File: src/rtl/gauss_pkg.sv
// Shared definitions for the streaming Gaussian filter: FSM encoding,
// border-handling modes and the elaboration-time helper functions.
package gauss_pkg;

  typedef enum logic [2:0] {
    ST_IDLE = 3'd0,
    ST_LOAD = 3'd1,
    ST_CONV = 3'd2,
    ST_EMIT = 3'd3,
    ST_DONE = 3'd4
  } state_t;

  // Border modes; code 3 falls through to replicate behaviour.
  localparam logic [1:0] BM_REPLICATE = 2'd0;
  localparam logic [1:0] BM_MIRROR    = 2'd1;
  localparam logic [1:0] BM_ZERO      = 2'd2;

  // Binomial coefficient C(n,k), evaluated on constants only.
  function automatic int binom(input int n, input int k);
    int r;
    r = 1;
    for (int i = 0; i < k; i++) r = r * (n - i) / (i + 1);
    return r;
  endfunction

  // Folds a possibly out-of-range tap coordinate back into [0, n-1].
  // In zero mode the returned index is a don't-care: the tap is masked.
  function automatic int map_coord(input int t, input int n, input logic [1:0] mode);
    if (t >= 0 && t < n) return t;
    if (mode == BM_MIRROR) return (t < 0) ? -t : (2 * n - 2 - t);
    if (mode == BM_ZERO) return 0;
    return (t < 0) ? 0 : (n - 1);
  endfunction

endpackage

File: src/rtl/gauss_frame_mem.sv
// Whole-frame pixel store: one synchronous write port, one combinational read.
module gauss_frame_mem #(
  parameter int DEPTH = 16,
  parameter int WIDTH = 8,
  parameter int AW    = 4
) (
  input  logic             clk,
  input  logic             we,
  input  logic [AW-1:0]    waddr,
  input  logic [WIDTH-1:0] wdata,
  input  logic [AW-1:0]    raddr,
  output logic [WIDTH-1:0] rdata
);

  logic [WIDTH-1:0] mem [DEPTH];

  // Pixel write during frame load.
  always_ff @(posedge clk) begin
    if (we) mem[waddr] <= wdata;
  end

  assign rdata = mem[raddr];

endmodule

File: src/rtl/gauss_stream_filter.sv
// Frame-buffered binomial (Gaussian) filter. A frame is loaded in raster
// order, then each output pixel is built from KSIZE*KSIZE taps, one tap per
// cycle, all channels in parallel.
//
// Handshakes: a transfer happens on a rising edge where valid && ready are
// both high; once out_valid is raised, out_data/out_last hold steady until
// that transfer.
module gauss_stream_filter
  import gauss_pkg::*;
#(
  parameter int ROWS     = 4,
  parameter int COLS     = 4,
  parameter int KSIZE    = 3,
  parameter int DATA_W   = 8,
  parameter int CHANNELS = 1
) (
  input  logic                         clk,
  input  logic                         rst,
  input  logic                         start,
  input  logic [1:0]                   border_mode,
  input  logic                         in_valid,
  output logic                         in_ready,
  input  logic [CHANNELS*DATA_W-1:0]   in_data,
  output logic                         out_valid,
  input  logic                         out_ready,
  output logic [CHANNELS*DATA_W-1:0]   out_data,
  output logic                         out_last,
  output logic                         busy,
  output logic                         done,
  output state_t                       dbg_state
);

  localparam int NPIX  = ROWS * COLS;
  localparam int AW    = (NPIX > 1) ? $clog2(NPIX) : 1;
  localparam int RW    = $clog2(ROWS + 1);
  localparam int CW    = $clog2(COLS + 1);
  localparam int KW    = $clog2(KSIZE);
  localparam int HALF  = KSIZE / 2;
  localparam int S     = 2 * (KSIZE - 1);
  localparam int ACC_W = DATA_W + S + 1;
  localparam int PW    = CHANNELS * DATA_W;

  state_t            state_q, state_d;
  logic [1:0]        mode_q;
  logic [AW-1:0]     idx_q;
  logic [RW-1:0]     row_q;
  logic [CW-1:0]     col_q;
  logic [KW-1:0]     tk_q, tl_q;
  logic [ACC_W-1:0]  acc_q [CHANNELS];

  int                ty, tx, my, mx;
  logic              tap_in;
  logic [AW-1:0]     rd_addr;
  logic [PW-1:0]     rd_data;
  logic [KSIZE-1:0]  coef [KSIZE];
  logic [S:0]        weight;
  logic [ACC_W-1:0]  sum [CHANNELS];
  logic [PW-1:0]     result;
  logic              last_tap, last_pix, load_we;

  assign last_tap  = (tk_q == KW'(KSIZE - 1)) && (tl_q == KW'(KSIZE - 1));
  assign last_pix  = (idx_q == AW'(NPIX - 1));
  assign load_we   = (state_q == ST_LOAD) && in_valid;
  assign dbg_state = state_q;

  gauss_frame_mem #(.DEPTH(NPIX), .WIDTH(PW), .AW(AW)) u_mem (
    .clk   (clk),
    .we    (load_we),
    .waddr (idx_q),
    .wdata (in_data),
    .raddr (rd_addr),
    .rdata (rd_data)
  );

  // Tap coordinate, border folding and frame-memory address of current tap.
  always_comb begin
    ty      = int'(row_q) + int'(tk_q) - HALF;
    tx      = int'(col_q) + int'(tl_q) - HALF;
    tap_in  = (mode_q != BM_ZERO) || (ty >= 0 && ty < ROWS && tx >= 0 && tx < COLS);
    my      = map_coord(ty, ROWS, mode_q);
    mx      = map_coord(tx, COLS, mode_q);
    rd_addr = AW'(my * COLS + mx);
  end

  // Separable binomial weights; the table folds to constants.
  always_comb begin
    for (int i = 0; i < KSIZE; i++) coef[i] = KSIZE'(binom(KSIZE - 1, i));
    weight = (S + 1)'(coef[tk_q]) * (S + 1)'(coef[tl_q]);
  end

  // Per-channel multiply-accumulate and rounded normalisation by 2^S.
  always_comb begin
    result = '0;
    for (int c = 0; c < CHANNELS; c++) begin
      logic [ACC_W-1:0] prod;
      logic [ACC_W-1:0] rnd;
      prod   = tap_in ? (ACC_W'(rd_data[c*DATA_W +: DATA_W]) * ACC_W'(weight)) : '0;
      sum[c] = acc_q[c] + prod;
      rnd    = sum[c] + ACC_W'(2 ** (S - 1));
      result[c*DATA_W +: DATA_W] = rnd[S +: DATA_W];
    end
  end

  // FSM state register.
  always_ff @(posedge clk) begin
    if (rst) state_q <= ST_IDLE;
    else     state_q <= state_d;
  end

  // Next-state and handshake/status outputs.
  always_comb begin
    state_d   = state_q;
    in_ready  = 1'b0;
    out_valid = 1'b0;
    busy      = 1'b1;
    done      = 1'b0;
    case (state_q)
      ST_IDLE: begin
        busy = 1'b0;
        if (start) state_d = ST_LOAD;
      end
      ST_LOAD: begin
        in_ready = 1'b1;
        if (in_valid && last_pix) state_d = ST_CONV;
      end
      ST_CONV: begin
        if (last_tap) state_d = ST_EMIT;
      end
      ST_EMIT: begin
        out_valid = 1'b1;
        if (out_ready) state_d = last_pix ? ST_DONE : ST_CONV;
      end
      ST_DONE: begin
        done    = 1'b1;
        state_d = ST_IDLE;
      end
      default: state_d = ST_IDLE;
    endcase
  end

  // Counters, accumulators and the held output pixel.
  always_ff @(posedge clk) begin
    if (rst) begin
      mode_q   <= BM_REPLICATE;
      idx_q    <= '0;
      row_q    <= '0;
      col_q    <= '0;
      tk_q     <= '0;
      tl_q     <= '0;
      out_data <= '0;
      out_last <= 1'b0;
      for (int c = 0; c < CHANNELS; c++) acc_q[c] <= '0;
    end else begin
      case (state_q)
        ST_IDLE: begin
          if (start) begin
            mode_q <= border_mode;
            idx_q  <= '0;
          end
        end
        ST_LOAD: begin
          if (in_valid) begin
            if (last_pix) begin
              idx_q <= '0;
              row_q <= '0;
              col_q <= '0;
              tk_q  <= '0;
              tl_q  <= '0;
              for (int c = 0; c < CHANNELS; c++) acc_q[c] <= '0;
            end else begin
              idx_q <= idx_q + AW'(1);
            end
          end
        end
        ST_CONV: begin
          if (last_tap) begin
            tk_q     <= '0;
            tl_q     <= '0;
            out_data <= result;
            out_last <= last_pix;
            for (int c = 0; c < CHANNELS; c++) acc_q[c] <= '0;
          end else begin
            for (int c = 0; c < CHANNELS; c++) acc_q[c] <= sum[c];
            if (tl_q == KW'(KSIZE - 1)) begin
              tl_q <= '0;
              tk_q <= tk_q + KW'(1);
            end else begin
              tl_q <= tl_q + KW'(1);
            end
          end
        end
        ST_EMIT: begin
          if (out_ready && !last_pix) begin
            idx_q <= idx_q + AW'(1);
            if (col_q == CW'(COLS - 1)) begin
              col_q <= '0;
              row_q <= row_q + RW'(1);
            end else begin
              col_q <= col_q + CW'(1);
            end
          end
        end
        default: ;
      endcase
    end
  end

endmodule

File: config.mk
export PLATFORM = sky130hd
export DESIGN_NAME = gauss_stream_filter
export DESIGN_NICKNAME = d
export VERILOG_FILES = /design/src/rtl/gauss_pkg.sv /design/src/rtl/gauss_frame_mem.sv /design/src/rtl/gauss_stream_filter.sv
export SDC_FILE = /design/constraint.sdc
export NUM_CORES = 1
export LEC_CHECK = 0
export ABC_AREA = 1
export ABC_CLOCK_PERIOD_IN_PS = 18670
export CAP_MARGIN = 20
export CORE_AREA = 2 2 112 169
export DETAILED_ROUTE_END_ITERATION = 10
export DIE_AREA = 0 0 114 171
export HOLD_SLACK_MARGIN = 0.15
export PLACE_DENSITY_LB_ADDON = 0.15
export RECOVER_POWER = 50
export SLEW_MARGIN = 15
export SYNTH_ARGS = -nofsm -noshare
export SYNTH_HDL_FRONTEND = slang
export SYNTH_HIERARCHICAL = 1
export SYNTH_SLANG_ARGS = --single-unit
File: constraint.sdc
create_clock -name clk -period 18.67 [get_ports clk]
set_clock_uncertainty 0.1 [all_clocks]
set_input_delay 1.867 -clock clk [delete_from_list [all_inputs] [get_ports clk]]
set_output_delay 1.867 -clock clk [all_outputs]
set_load 0.05 [all_outputs]
Word level (Yosys, flattened, before mapping). Memory sizes are Yosys's and may differ from the RTL's. Cells that the tools add are included.

$add $sub $neg: 16. $mul: 2. Div/mod/pow operators: 0. $lt $le $gt $ge: 8. Equal/unequal tests: 20. Shift operators: 0. Muxes and demuxes: 87. Bitwise gates (word level): 2. Reductions and logical operators: 25.

Operators with widths (number): $mux W13 (4); $mux W3 (15); $mux W4 (11); $reduce_or A13 Y1 (3); $mux W1 (34); $mux W2 (15); $ne A2 B2 Y1 const B (8); $reduce_and A4 Y1 (4); $add A13 B13 Y13 (1); $mul A8 B5 Y13 (1); $add A12 B4 Y12 const B (1); $bmux W3 S2 (2); $pmux W3 S2 (2); $pmux W3 S4 (1); $pmux W4 S3 (1); $ge A5 B1 Y1 const B (2); $lt A5 B1 Y1 const B (2); $lt A5 B4 Y1 const B (2); $sub A4 B1 Y5 const B (2); $eq A3 B2 Y1 const B (3); $add A3 B2 Y4 (2); $logic_and A1 B1 Y1 (8); $pmux W2 S2 (2); $add A3 B1 Y3 const B (2); other kinds (25) (32).

Register bits after elaboration: 28. Latch bits: 0. Bits in writable memories: 141. Memory bits (read-only): 0. Input port bits: 15. Output and inout bits: 16. Word-level logic and storage cells: 171. Memories: 2.

Memories: u_mem.mem (depth 16, width 8, rd ports 1, clocked after memory_dff 0, write ports 1, RTL line gauss_frame_mem.sv:15) `logic [WIDTH-1:0] mem [DEPTH];`; acc_q (depth 1, width 13, rd ports 1, clocked after memory_dff 0, write ports 1, RTL line gauss_stream_filter.sv:49) `logic [ACC_W-1:0] acc_q [CHANNELS];`.

Longest topological paths before layout. Gate-level depths: netlist of the first run. An unclocked memory read counts as a cell.

Depth in word-level cells: 17. Depth in mapped cells: 49. Mapped depth without buffers: 48.

Cells and area by module. Netlist of the first run, hierarchy kept.

Modules (own cells, without submodules): gauss_frame_mem (instances 1, cells an instance 543, area an instance 5606.6 µm², seq. area each 3843.7 µm²); gauss_stream_filter (instances 1, cells an instance 633, area an instance 4186.5 µm², seq. area each 920.9 µm²).

Worst setup path before layout of the first run. Ideal clock, no wire load.

Path kind: register to register. Start: register tl_q[1]. End: register out_data[6]. Library setup time: 0.113 ns. Data arrival time: 6.670 ns. Data required time: 18.457 ns. Path slack: 11.787 ns. Stages on the path, launching flop included: 46. Path buffers: 1. Period minus slack after synthesis: 6.883 ns. Path through: dfxtp_1 > inv_2 > ha_1 > inv_1 > ha_1 > fa_1 > xor2_1 > inv_1 > nor3_1 > nor2_1 > o21ai_0 > a21oi_1 > ha_1 > xor2_1 > buf_1 > inv_1 > nand3_1 > nand2_1 > [10 not listed] > nand2_1 > nand2_1 > a21oi_1 > o21ai_0 > a21oi_1 > ha_1 > nand2_1 > inv_1 > a21oi_1 > nand3_1 > nand2_1 > nand2_1 > nor2_1 > nand4_1 > nand2_1 > nand2_1 > o21ai_1 > inv_1.

Longest elaborated chain between the ends: 16. Elaborated cells between the ends (all ways): 34. Those cells by class: add/sub: 7; mul: 2; order compare: 3; eq/ne: 1; mux: 13; bitwise: 1; reduce/logical: 6; memory: 1.

RTL lines: start, declared (RTL line gauss_stream_filter.sv:48) `logic [KW-1:0] tk_q, tl_q;`; start signal, assigned (RTL line gauss_stream_filter.sv:188) `tl_q <= tl_q + KW'(1);`; $add A3 B2 Y4 (*) (RTL line gauss_stream_filter.sv:78) `tx = int'(col_q) + int'(tl_q) - HALF;`; $sub A4 B1 Y5 (*) (RTL line gauss_stream_filter.sv:78); $ge A5 B1 Y1 / $lt A5 B4 Y1 (equally long branches) (RTL line gauss_pkg.sv:29) `if (t >= 0 && t < n) return t;`; $logic_and A1 B1 Y1 (RTL line gauss_pkg.sv:29); $mux W4 (RTL line gauss_pkg.sv:29); $mux W4 (RTL line gauss_pkg.sv:30) `if (mode == BM_MIRROR) return (t < 0) ? -t : (2 * n - 2 - t);`; $mux W4 (RTL line gauss_pkg.sv:31) `if (mode == BM_ZERO) return 0;`; $mux W4 (RTL line gauss_pkg.sv:32) `return (t < 0) ? 0 : (n - 1);`; [2 not listed]; $add A4 B4 Y4 (*) (RTL line gauss_stream_filter.sv:82) `rd_addr = AW'(my * COLS + mx);`; net rd_addr[3] (RTL line gauss_stream_filter.sv:53) `logic [AW-1:0] rd_addr;`; $mem_v2 Z16 W8 (*); net rd_data[2] (RTL line gauss_stream_filter.sv:54) `logic [PW-1:0] rd_data;`; $mul A8 B5 Y13 (*) (RTL line gauss_stream_filter.sv:97) `prod = tap_in ? (ACC_W'(rd_data[c*DATA_W +: DATA_W]) * ACC_W'(weight)) : '0;`; $mux W13 (*) (RTL line gauss_stream_filter.sv:97); $add A13 B13 Y13 (*) (RTL line gauss_stream_filter.sv:98) `sum[c] = acc_q[c] + prod;`; $add A12 B4 Y12 (*) (RTL line gauss_stream_filter.sv:99) `rnd = sum[c] + ACC_W'(2 ** (S - 1));`; end signal, assigned (RTL line gauss_stream_filter.sv:179) `out_data <= result;`; end, declared (RTL line gauss_stream_filter.sv:26) `output logic [CHANNELS*DATA_W-1:0] out_data,`.

Mark *: on every way through the listed nets, which the timed path passes. The rest lies on a longest branch. The select of a mux whose other input is x is not followed. A chain may end at the register's enable or synchronous reset.

==> results of run 1 <==
## state kept, by name (all words and copies together) (netlist names)
| name | cells |
|---|---|
| acc_q | 12 |
| tl_q | 2 |
| idx_q | 4 |
| u_mem/mem | 128 |
| row_q | 3 |
| out_last | 1 |
| dbg_state | 3 |
| mode_q | 2 |
| out_data | 8 |
| col_q | 3 |
| tk_q | 2 |
## area by class of cell
type	instances	area (sq um)	area share, %
Sequential cell	168	4760	44.1
Multi-Input combinational cell	720	3870	35.8
Inverter	256	962	8.91
Clock buffer	18	429	3.97
Timing Repair Buffer	35	350	3.24
Tap cell	220	275	2.55
Clock inverter	14	156	1.45
## stage by stage
step	power (mW)	worst slack (ns)	hold WS, ns	std cells
CTS	1.82	9.92	0.373	1430
global route	1.96	9.34	0.406	1431
finish	1.81	10.12	0.376	1431
floorplan	1.23	11.79	0.346	1176
global placement	1.46	10.12	0.362	1398
detailed placement	1.46	9.94	0.364	1398
## metal layers
metal / global-route usage, % / wire length [um]
met5: 0 / 0
met3: 3.58 / 825
met2: 44.2 / 11800
met1: 25.7 / 8330
met4: 9.23 / 620
## cells in the final DEF (no fill, tap or decap), drive strengths merged, types with 4 or more instances in the layout
cell           count
nand2            303
inv              262
edfxtp           140
nand3            127
nor2             116
ha                51
dfxtp             28
o21ai             27
a21oi             25
dlygate4sd3       22
clkbuf            18
fa                15
xor2              13
nand4             13
clkdlybuf4s50      8
nor3               5
buf                5
clkinv             5
a31oi              4
## worst max-delay path by stage
stage	startpoint	to	slack, ns
floorplan	tl_q[1]	out_data[6]	11.79
CTS	col_q[1]	out_data[6]	9.92
detailed placement	tl_q[1]	out_data[6]	9.94
finish	col_q[1]	out_data[6]	10.12
global route	col_q[1]	out_data[6]	9.34
global placement	tl_q[1]	out_data[7]	10.12
## cell families after synthesis
logic type | after synthesis
flip-flops | 168
XOR/XNOR | 15
buffers and inverters | 288
adder cells (fa/ha/maj) | 66
AND/OR/NAND/NOR | 570
AO/OA/AOI/OAI | 69
## worst max-delay path: cells and delay by family (launching register included)
kind | cells | cell delay (ns)
fa+ha+maj | 8 | 2.87
compound gates | 7 | 1.11
flops | 1 | 0.36
simple gates | 19 | 1.85
buf+inv | 12 | 1.86
xor+xnor | 1 | 0.23
## power breakdown
group	total, mW	internal, mW	switching (mW)
clock	0.350	0.190	0.160
combinational	1.02	0.326	0.690
sequential	0.440	0.428	0.0122
total	1.81	0.944	0.862
==> impl_summary.txt, run 1 <==
----------------------------------------------------
[Synthesis]
  Sequential fraction of the synthesis area ... 48.7%
  Average size of a mapped cell ... 8.33 sq um
  Number of warnings printed during yosys synthesis ... 6
  Synthesized netlist cell count ... 1176
  Number of enable flip-flop cells after synthesis ... 140
  Share of synthesized area spent on multiplexers ... 0%
  Area share of and/or/nand/nor cells after synthesis ... 24.4%
  Synth Area in Compound Gates ... 4.14%
  Cells taking the most area after synthesis ... sky130_fd_sc_hd__edfxtp_1 43%, sky130_fd_sc_hd__nand2_1 12%, sky130_fd_sc_hd__inv_1 9.5%
  Share of synthesized registers carrying an async set or reset ... 0%
  Dominant cell by count in the synthesized netlist ... sky130_fd_sc_hd__nand2_1
  Area leader, netlist ... sky130_fd_sc_hd__edfxtp_1
  FF+latch count, synth ... 168
  Share of the synthesized netlist area taken by xor and xnor gates ... 1.34%
  Commonest register cell after synthesis ... sky130_fd_sc_hd__edfxtp_1
  Number of distinct library cells after synthesis ... 39
  Net count of the mapped netlist ... 1257
  Largest family of logic cells by synthesized area ... simple AND/OR/NAND/NOR gates
  Commonest cells in the netlist ... 301 x sky130_fd_sc_hd__nand2_1, 249 x sky130_fd_sc_hd__inv_1, 140 x sky130_fd_sc_hd__edfxtp_1
  Fraction of the mapped netlist area in adder cells ... 9.58%
  Yosys top cell area share ... 42.9%
  Post-synthesis instance area ... 9790 sq um

[CTS]
  Number of hold-repair buffers added at the cts stage ... 0
  Clock tree sinks ... 168
  TritonCTS Buffers ... 17
  Clk Latency, worst-skew pair ... 0.43 ns
  Clock Tree Buf Depth ... 2
  Number of levels in the clock H-tree ... 4
  Root buf cell ... sky130_fd_sc_hd__clkbuf_16
  Number of buffers inserted to repair setup after CTS ... 0
  Reg clk slew, reported paths ... 0.07 ns
  Clock tree from TritonCTS ... done
  CTS resizes ... 0

[Global route]
  Maximum number of pins on one net before global-route repair ... 66
  GRT Residual Overflow ... 0
  Antenna violations before repair ... 0
  First-pass GRT wire length ... 34.9 mm
  Number of global-route vias before repair ... 7160
  Overall fraction of global-route tracks in use ... 23.3%

[Critical path]
  Arrival time of data at the critical path endpoint ... 8.78 ns
  Maximum cell stage delay along the critical path ... 0.58 ns
  Required @ worst endpoint ... 18.90 ns
  Reg2reg end ... out_data[6]
  Register-to-Register Setup Slack ... 10.12 ns
  Worst R2R Path Depth ... 47
  Crit path max-delay cell type ... sky130_fd_sc_hd__buf_4
  Crit Reg-Reg Startpoint ... col_q[1]
  Class of the most critical setup path ... reg -> reg
  Nature of the critical path endpoint ... register
  Kind of start point of the critical path ... register
  Critical path's most frequent cell ... sky130_fd_sc_hd__nand2_1
  Peak fanout along the critical path ... 65

[Job]
  Max-cap violations ... 0

[Routing]
  Vias per cell ... 5.22
  Total via count after detailed routing ... 7475
  DRC violation count after routing ... 0
  Routed WL per cell ... 15.1 um
  Final wirelength ... 21.6 mm
  Initial DRC Count ... 412
  Router iterations before antenna repair ... 5
  Antenna-violating nets left ... 0

[Die]
  Floorplan die width ... 114 um
  Area of the die ... 19500 sq um
  Initial standard-cell utilization of the core ... 53.9%
  Die height ... 171 um
  Standard cell core area ... 18200 sq um
  Number of I/O pins ... 31
  Rows ... 61

[Power]
  Highest ir drop seen on vdd ... 0.309 mV
  Static leakage ... 5.21 nW
  Power per standard cell area ... 167 nW/um^2

[Hold path]
  Number of instances on the worst hold path ... 2
  Startpoint of the tightest hold check path ... mode_q[0]
  Destination of the worst hold path ... mode_q[0]
  Hold/Removal Path Class ... reg -> reg

[Placed design]
  Post-DP HPWL ... 15.5 mm
  Number of port buffers ... 30
  Final weighted congestion of routability-driven global placement ... 0.873
  Area of placed instances ... 10200 sq um

[STA]
  Unrepaired setup endpoints after global routing ... false
  Relative max-transition margin ... 39.0%
  Shortest clock period the worst path allows after layout ... 8.55 ns
  Max Clk Rate ... 117 MHz
  Transition at the pin with the smallest max-transition slack ... 0.912 ns
  Number of hold violations in the final report ... 0
  Sum of negative setup slack ... 0 ns
  Count of final max-slew check failures ... 0
  Final setup vio count ... 0
  Tcrit/Tclk final ... 45.8%

[Final layout]
  Post-layout utilization of the core ... 59.5%
  Synth-to-layout area growth ... 10.3%
  Final design instance area without fill ... 10800 sq um
  Post-layout net count ... 1279
  Antenna fix cells ... 0
  Total of fill cells in the finished design ... 1667
  Fraction of final layout cells with drive strength greater than 1 ... 4.54%

[Outcome]
  Result of the run ... complete, no violations

----------------------------------------------------
Power figures use the tool's default switching activity.
==> inputs of run 2 (changes only) <==
--- a/config.mk
+++ b/config.mk
@@ -6,7 +6,7 @@
 export NUM_CORES = 1
 export LEC_CHECK = 0
 export ABC_AREA = 1
-export ABC_CLOCK_PERIOD_IN_PS = 18670
+export ABC_CLOCK_PERIOD_IN_PS = 7850
 export CAP_MARGIN = 20
 export CORE_AREA = 2 2 112 169
 export DETAILED_ROUTE_END_ITERATION = 10
==> constraint.sdc (replaced) <==
create_clock -name clk -period 7.85 [get_ports clk]
set_clock_uncertainty 0.1 [all_clocks]
set_input_delay 0.785 -clock clk [delete_from_list [all_inputs] [get_ports clk]]
set_output_delay 0.785 -clock clk [all_outputs]
set_load 0.05 [all_outputs]
==> impl_summary.txt, run 2 (synthesis gave the netlist of run 1 again) <==
----------------------------------------------------
[Final layout]
  Total of fill cells in the finished design ... 1593 (-4.4%)
  Highest-count cells in the layout ignoring fill and taps ... 301 x sky130_fd_sc_hd__nand2_1, 247 x sky130_fd_sc_hd__inv_1, 140 x sky130_fd_sc_hd__edfxtp_1, 124 x sky130_fd_sc_hd__nand3_1, 112 x sky130_fd_sc_hd__nor2_1
  Fraction of final layout cells with drive strength greater than 1 ... 6.62% (+2.1 points)
  Antenna fix cells ... 0 (unchanged)
  Post-layout net count ... 1292 (+1.0%)
  Final design instance area without fill ... 11100 sq um (+2.8%)
  Top Registers ... u_mem/mem (128), acc_q (12), out_data (8)
  Largest Register ... u_mem/mem
  Most frequent standard cell in the layout excluding fill and tap cells ... sky130_fd_sc_hd__nand2_1
  Synth-to-layout area growth ... 13.5%
  Max FFs per register ... 128 (unchanged)

[Global route]
  GRT Residual Overflow ... 0 (unchanged)
  Maximum number of pins on one net before global-route repair ... 42 (-36%)
  First-pass GRT wire length ... 36.1 mm (+3.3%)
  Antenna violations before repair ... 0 (unchanged)
  Overall fraction of global-route tracks in use ... 24.1% (+0.81 points)
  Number of global-route vias before repair ... 7331 (+2.4%)

[Power]
  Static leakage ... 5.34 nW (+2.3%)
  Highest ir drop seen on vdd ... 0.719 mV (+130%)
  Power per standard cell area ... 411 nW/um^2 (+150%)

[STA]
  Max Clk Rate ... 136 MHz (+16%)
  Relative max-transition margin ... 39.8% (+0.84 points)
  Sum of negative setup slack ... 0 ns (unchanged)
  Final setup vio count ... 0 (unchanged)
  Final Worst Setup Slack ... 0.489 ns (-9.63 ns)
  Number of hold violations in the final report ... 0 (unchanged)
  Count of final max-slew check failures ... 0 (unchanged)
  Shortest clock period the worst path allows after layout ... 7.36 ns (-1.19 ns)
  Transition at the pin with the smallest max-transition slack ... 0.900 ns (-0.0125 ns)
  Tcrit/Tclk final ... 93.8% (+48 points)

[Die]
  Standard cell core area ... 18200 sq um (unchanged)
  Floorplan die width ... 114 um (unchanged)
  Die height ... 171 um (unchanged)
  Area of the die ... 19500 sq um (unchanged)
  Number of I/O pins ... 31 (unchanged)
  Rows ... 61 (unchanged)
  Initial standard-cell utilization of the core ... 53.9% (unchanged)

[Routing]
  DRC violation count after routing ... 0 (unchanged)
  Vias per cell ... 5.24 (+0.40%)
  Final wirelength ... 23.0 mm (+6.5%)
  Total via count after detailed routing ... 7573 (+1.3%)
  Routed WL per cell ... 15.9 um (+5.6%)
  Initial DRC Count ... 474 (+15%)
  Antenna-violating nets left ... 0 (unchanged)
  Router iterations before antenna repair ... 4 (-1)

[CTS]
  Clock tree sinks ... 168 (unchanged)
  Number of levels in the clock H-tree ... 4 (unchanged)
  Root buf cell ... sky130_fd_sc_hd__clkbuf_16
  Clk Latency, worst-skew pair ... 0.44 ns (about the same)
  Clock tree from TritonCTS ... done
  Reg clk slew, reported paths ... 0.07 ns (about the same)
  TritonCTS Buffers ... 17 (unchanged)
  Clock Tree Buf Depth ... 2 (unchanged)

[Critical path]
  Peak fanout along the critical path ... 10 (-85%)
  Maximum cell stage delay along the critical path ... 0.54 ns (-0.04 ns)
  Arrival time of data at the critical path endpoint ... 7.60 ns (-1.18 ns)
  Nature of the critical path endpoint ... register
  Crit path max-delay cell type ... sky130_fd_sc_hd__fa_1
  Required @ worst endpoint ... 8.09 ns (-10.81 ns)
  Class of the most critical setup path ... reg -> reg
  Critical path's most frequent cell ... sky130_fd_sc_hd__nand2_1
  Top Family by Delay on Critical Path ... adder cells
  Worst path bufs/invs ... 12 (unchanged)
  Kind of start point of the critical path ... register

[Placed design]
  Post-place setup slack ... 0.133 ns (-9.81 ns)
  Area of placed instances ... 10300 sq um (+0.76%)
  Post-DP HPWL ... 16.2 mm (+4.3%)
  Number of port buffers ... 30 (unchanged)
  Final weighted congestion of routability-driven global placement ... 0.934 (+7.0%)

[Job]
  Max-cap violations ... 0 (unchanged)

[Hold path]
  Hold/Removal Path Class ... reg -> reg

[Outcome]
  Result of the run ... complete, no violations

----------------------------------------------------
-- run 2: changes by cell type in the layout (fill, tap and decap cells not counted), moves of 3 or more --
cell	previous run	this run
sky130_fd_sc_hd__clkbuf_16	17	20
sky130_fd_sc_hd__nand3_1	127	124
sky130_fd_sc_hd__nand3_2	0	3
sky130_fd_sc_hd__buf_4	4	9
sky130_fd_sc_hd__a21oi_1	25	21
sky130_fd_sc_hd__a21oi_2	0	4
sky130_fd_sc_hd__buf_12	1	5
-- run 2: path summary, 6_finish.rpt --
check	startpoint	end	slack, ns	depth (start not counted)
worst min-delay path	mode_q[1]	mode_q[1]	0.38	2
worst min register to register	mode_q[1]	mode_q[1]	0.38	2
worst max-delay path	tl_q[1]	out_data[6]	0.49	48
worst max register to register	tl_q[1]	out_data[6]	0.49	48
-- run 2: timing repair --
item / in CTS / in global routing
hold buffers: 0 / 0
buffers inserted: 0 / 4
setup endpoints to repair: 0 / 10
gates resized for setup: 0 / 25
-- run 2: where the power goes --
group / switching, mW / internal (mW) / total, mW
clock network: 0.394 / 0.456 / 0.849
registers: 0.0260 / 1.02 / 1.04
logic: 1.75 / 0.929 / 2.67
-- run 2: worst min-delay path, stage by stage, from the launching register on --
cell                      delay [ns]
sky130_fd_sc_hd__dfxtp_1        0.31
sky130_fd_sc_hd__inv_1          0.07
sky130_fd_sc_hd__a21oi_1        0.06
-- run 2: metal layers --
layer  track usage (%)  wire, um  share of wire, %
met5                 0         0                 0
met4              11.9       862               3.7
met3              3.90       907               3.9
met2              44.6     12300                53
met1              26.4      8930                39
-- run 2: per-stage QoR --
step	instances	power [mW]	hold slack, ns	utilization, %
floorplan	1176	2.93	0.346	-
global placement	1405	3.54	0.359	56.7
detailed placement	1405	3.55	0.370	56.7
CTS	1437	4.42	0.382	60.0
global route	1444	4.95	0.408	61.2
finish	1444	4.57	0.380	61.2
-- run 2: layout make-up --
| type | instances | area, sq um | share of cell area (%) |
|---|---|---|---|
| multi-input combinational | 720 | 3950 | 35.5 |
| inverter | 256 | 965 | 8.68 |
| timing repair buffer | 48 | 554 | 4.99 |
| clock buffer | 17 | 425 | 3.83 |
| clock inverter | 15 | 179 | 1.61 |
| tap | 220 | 275 | 2.48 |
| sequential | 168 | 4760 | 42.9 |
==> inputs of run 3 (changes only) <==
--- a/config.mk
+++ b/config.mk
@@ -6,7 +6,6 @@
 export NUM_CORES = 1
 export LEC_CHECK = 0
 export ABC_AREA = 1
-export ABC_CLOCK_PERIOD_IN_PS = 7850
 export CAP_MARGIN = 20
 export CORE_AREA = 2 2 112 169
 export DETAILED_ROUTE_END_ITERATION = 10
==> results of run 3 <==
The final DEF is identical to that of run 2; final timing and power are the same.
